$ cat config.mk
export PLATFORM = sky130hd
export DESIGN_NAME = rvtu_valid_ctrl
export DESIGN_NICKNAME = d
export VERILOG_FILES = /design/src/rtl/rvtu_valid_ctrl.sv
export SDC_FILE = /design/constraint.sdc
export NUM_CORES = 1
export LEC_CHECK = 0
export ABC_AREA = 1
export CORE_UTILIZATION = 48
export DETAILED_ROUTE_END_ITERATION = 10
export PLACE_DENSITY = 0.85
export REMOVE_ABC_BUFFERS = 1
export SYNTH_ARGS = -nofsm -noshare
export SYNTH_HDL_FRONTEND = slang
export SYNTH_SLANG_ARGS = --single-unit
$ cat constraint.sdc
create_clock -name clk -period 3.3 [get_ports clk]
set_input_delay 0.66 -clock clk [delete_from_list [all_inputs] [get_ports clk]]
set_output_delay 0.66 -clock clk [all_outputs]
set_load 0.02 [all_outputs]
$ cat src/rtl/rvtu_valid_ctrl.sv
// rvtu_valid_ctrl: sequencer and arbiter for the RVTU 1-bit valid array.
// One array port is shared by invalidate, fill and lookup requesters
// (fixed priority inv > fill > lk). A non-reset flush walks every entry
// and writes 0. The array has a registered read address, so a lookup
// granted in one cycle returns its valid bit in the following cycle.
module rvtu_valid_ctrl #(
  parameter int DEPTH = 128,
  parameter int AW    = 7
) (
  input  logic          clk,
  input  logic          rst,
  input  logic          lk_req,
  input  logic [AW-1:0] lk_addr,
  output logic          lk_ready,
  output logic          lk_rsp_valid,
  output logic          lk_rsp_hit,
  input  logic          fill_req,
  input  logic [AW-1:0] fill_addr,
  output logic          fill_ready,
  input  logic          inv_req,
  input  logic [AW-1:0] inv_addr,
  output logic          inv_ready,
  input  logic          flush_req,
  output logic          flush_busy,
  output logic          flush_done,
  output logic [AW-1:0] arr_addr,
  output logic          arr_wdata,
  output logic          arr_wen,
  input  logic          arr_rdata
);

  localparam logic [0:0]    IDLE  = 1'b0;
  localparam logic [0:0]    FLUSH = 1'b1;
  localparam logic [AW-1:0] LAST  = AW'(DEPTH - 1);

  logic [0:0]    state;
  logic [AW-1:0] flush_cnt;
  // Last index presented to the array; arr_addr holds it on idle cycles.
  logic [AW-1:0] addr_q;

  // Fixed-priority grant; nothing is granted during rst, in FLUSH, or in
  // the IDLE cycle that accepts a flush request.
  always_comb begin
    inv_ready  = 1'b0;
    fill_ready = 1'b0;
    lk_ready   = 1'b0;
    if (!rst && state == IDLE && !flush_req) begin
      if (inv_req)       inv_ready  = 1'b1;
      else if (fill_req) fill_ready = 1'b1;
      else if (lk_req)   lk_ready   = 1'b1;
    end
  end

  // Array port mux: flush walk, then the granted requester, else hold.
  always_comb begin
    arr_addr  = addr_q;
    arr_wen   = 1'b0;
    arr_wdata = 1'b0;
    if (!rst) begin
      if (state == FLUSH) begin
        arr_addr = flush_cnt;
        arr_wen  = 1'b1;
      end else if (inv_ready) begin
        arr_addr = inv_addr;
        arr_wen  = 1'b1;
      end else if (fill_ready) begin
        arr_addr  = fill_addr;
        arr_wen   = 1'b1;
        arr_wdata = 1'b1;
      end else if (lk_ready) begin
        arr_addr = lk_addr;
      end
    end
  end

  // Flush status is decoded from state so an aborting rst suppresses it.
  always_comb begin
    flush_busy = !rst && (state == FLUSH);
    flush_done = flush_busy && (flush_cnt == LAST);
  end

  // The hit bit is the array read data for the lookup granted last cycle.
  always_comb begin
    lk_rsp_hit = lk_rsp_valid & arr_rdata;
  end

  // Control state: FSM, flush counter, response valid, held address.
  always_ff @(posedge clk) begin
    if (rst) begin
      state        <= IDLE;
      flush_cnt    <= '0;
      lk_rsp_valid <= 1'b0;
      addr_q       <= '0;
    end else begin
      lk_rsp_valid <= lk_req & lk_ready;
      addr_q       <= arr_addr;
      if (state == IDLE) begin
        flush_cnt <= '0;
        if (flush_req) state <= FLUSH;
      end else begin
        if (flush_cnt == LAST) begin
          state     <= IDLE;
          flush_cnt <= '0;
        end else begin
          flush_cnt <= flush_cnt + AW'(1);
        end
      end
    end
  end

endmodule

==> reports/results.tsv <==
stage	metric	value	unit
floorplanning	start_util	0.528	
cells_and_area	multi_input_area	774	sq um
power	seqPwrFrac	0.420	
floorplanning	die_h	52.0	microns
placement	gp_congestion	0.812	
timing	finalSetupViolCount	0	
synth	seq_area_frac_synth	0.267	
global_route	grt_antenna_before_repair	0	
timing	tightest_slew	661	ps
global_route	grt_max_degree	11	
critical_path	regToRegSetupSlack	1560	ps
cells_and_area	seqCellArea	320	sq um
synth	ys_types	26	
timing	drv_slew	0	
power	cellLeakagePower	0.805	nW
worst_hold_path	whs_path_depth	2	
clock_tree	clockBufferDepth	2	
floorplanning	fp-row-count	17	
route	routedWlPerCell	12.7	microns
clock_tree	clkTransAtPathRegs	90	ps
worst_hold_path	min_path_type	register to register	
clock_tree	clock_latency	280	ps
placement	dp_hpwl	2420	microns
synth	synth-async-reset-ratio	0	
critical_path	crit_type	input port to output port	
cells_and_area	drive_gt1_frac	0.267	
cells_and_area	nFillCells	167	
power	p_total	0.500	mW
run_status	status	finished, final reports clean	
clock_tree	cts-buffers-inserted	3	
power	p_switching	0.154	mW
worst_hold_path	hp-start	flush_cnt[6]	
synth	synth_flop_cell	dfxtp_1	
global_route	first_global_vias	1202	
timing	rsz0062_at_grt	no	
timing	fmax	323	MHz
power	internal_power	0.346	mW
clock_tree	hold_buffers	0	
timing	skew	1.19	ps
cells_and_area	diodes	0	
critical_path	arrival	2430	ps
route	drtIter0Drc	40	
timing	fin_crit	3090	ps
placement	portBuffers	43	
critical_path	ff2ff_path_depth	9	
cells_and_area	fin_area	1790	sq um
timing	fin_crit_sh	0.937	
synth	syn_inst	162	
route	ant_nets	0	
cells_and_area	area_growth_syn_to_layout	48.7	%
route	met1Wirelength	1390	microns
floorplanning	core_area	2280	sq um
power	sw_frac_of_total	0.308	
critical_path	r2r_end	addr_q[3]	
route	drc_errors	0	
critical_path	worstReg2RegStart	state	
worst_hold_path	worstHoldEndpoint	addr_q[6]	
critical_path	worstSetupEndpointType	output port	
global_route	grt_pass1_wl	5110	microns
power	p_clk_frac	0.254	
route	routed.top_layer	met4	
route	routed_wl	3170	microns
floorplanning	die_w	52.0	microns
critical_path	crit_fanout	7	
global_route	overflow	0	
route	dr_wl_met3	255	microns
synth	yosysWarnings	0	
timing	hold_viol	0	
critical_path	cp-start-kind	input port	
power	ir_drop	0.000279	V
clock_tree	cts.sinks	16	
timing	fin_hold_ws	494	ps
synth	yosys_register_bits	16	
floorplanning	io_pins	44	
cells_and_area	nNetsFinal	251	
route	dr.pass1.iters	4	
clock_tree	ctsHtreeMaxLevel	1	
global_route	gr-usage-all-layers	0.249	
placement	dpl_cell_area	1740	sq um
clock_tree	cts_root_buf	clkbuf_4	
route	viasPerCell	5.02	
synth	synth_edf_count	0	
critical_path	cp.required	2640	ps
synth	syn_area	1200	sq um
clock_tree	cts_tree	built	
route	vias	1249	
power	power_density	280	nW/um^2
route	dr_wl_met2	1490	microns
floorplanning	die-area	2710	sq um
timing	slew_headroom	0.559	
synth	avgSynthCellArea	7.41	sq um
flow_run	maxCapViolations	0	
power	pwr-share-comb	0.325	
## Yosys cell counts (4+ instances only)
cell type	instances	area, sq um
nor2_1	7	26.3
nand2_2	6	37.5
nand3_1	4	20.0
inv_1	18	67.6
a21oi_2	7	61.3
nor2_4	4	45.0
nand3_2	12	120
dfxtp_1	16	320
o211ai_1	6	45.0
nand3b_1	6	45.0
nand2_1	52	195
## power by group through the flow
stage	registers (mW)	clock network, mW	logic, mW
floorplan	0.212	0	0.0798
global placement	0.214	0	0.162
detailed placement	0.214	0	0.164
CTS	0.210	0.130	0.162
global route	0.211	0.139	0.176
finish	0.210	0.127	0.163
## per-layer routing
layer  global-route usage  up-vias
met4               0.0901        0
met2                0.432       48
met5                    0        -
met3               0.0146        5
met1                0.322      560
li1                     -      636
## sequential cells by signal, summed over array words and instances (netlist names)
signal        cells
addr_q            7
flush_cnt         7
lk_rsp_valid      1
state             1
## layout make-up
| type | count | share of cell area |
|---|---|---|
| clock buffers | 4 | 0.0203 |
| inverters | 22 | 0.0504 |
| multi-input cells | 122 | 0.433 |
| flip-flops and latches | 16 | 0.179 |
| well taps | 28 | 0.0196 |
| repair buffers | 57 | 0.297 |
## repair_timing
item,in CTS,in global routing
buffers inserted,0,2
endpoints found under the setup margin,6,1
resized for setup,6,1
pin swaps,0,1
## through the flow
| stage | setup slack [ps] | std cells | setup TNS [ps] | util |
|---|---|---|---|---|
| after floorplan | 1070 | 160 | 0 | - |
| after CTS | 70.5 | 247 | 0 | 0.777 |
| final | 206 | 249 | 0 | 0.785 |
| after global routing | 82.2 | 249 | 0 | 0.785 |
| after global placement | -30.4 | 243 | -43.0 | 0.765 |
| after detailed placement | -65.4 | 243 | -260 | 0.765 |
## cells in the final DEF, fill, tap and decap left out, types with 2 or more instances in the layout
| cell | Yosys | layout |
|---|---|---|
| a21oi_1 | 3 | 3 |
| a21oi_2 | 7 | 7 |
| buf_4 | 0 | 14 |
| clkbuf_4 | 0 | 3 |
| clkdlybuf4s50_1 | 0 | 36 |
| dfxtp_1 | 16 | 16 |
| dlygate4sd2_1 | 0 | 6 |
| inv_1 | 18 | 18 |
| inv_2 | 3 | 3 |
| nand2_1 | 52 | 52 |
| nand2_2 | 6 | 6 |
| nand2_4 | 2 | 2 |
| nand3_1 | 4 | 4 |
| nand3_2 | 12 | 12 |
| nand3b_1 | 6 | 6 |
| nor2_1 | 7 | 7 |
| nor2_4 | 4 | 4 |
| nor2_8 | 2 | 2 |
| nor3_1 | 2 | 2 |
| o211ai_1 | 6 | 6 |
| o21ai_0 | 2 | 2 |
| xor2_1 | 2 | 2 |
## critical path: stages
cell and delay, ps:
clkdlybuf4s50_1 460, buf_4 180, nor2_8 90, nand2_4 70, nor2_4 100, nand2_2 80, inv_2 110, nand2_1 80
nand3_2 100, nand2_1 50, o211ai_1 90, dlygate4sd2_1 360
## worst max path at each step
stage	start	endpoint	depth (start not counted)
global placement	rst	arr_addr[2]	12
floorplan	rst	arr_addr[0]	9
global route	rst	arr_addr[4]	12
CTS	rst	arr_addr[6]	12
detailed placement	rst	arr_addr[2]	12
finish	rst	arr_addr[2]	12
## kinds of logic after synthesis
| group | count (synthesis) | synth area share |
|---|---|---|
| AND/OR/NAND/NOR | 99 | 0.490 |
| buffers and inverters | 24 | 0.0885 |
| AO/OA/AOI/OAI | 20 | 0.130 |
| flip-flops | 16 | 0.267 |
| XOR/XNOR | 2 | 0.0146 |
| adder cells (fa/ha/maj) | 1 | 0.0104 |
Note: power is estimated with default switching activity, not from simulation.
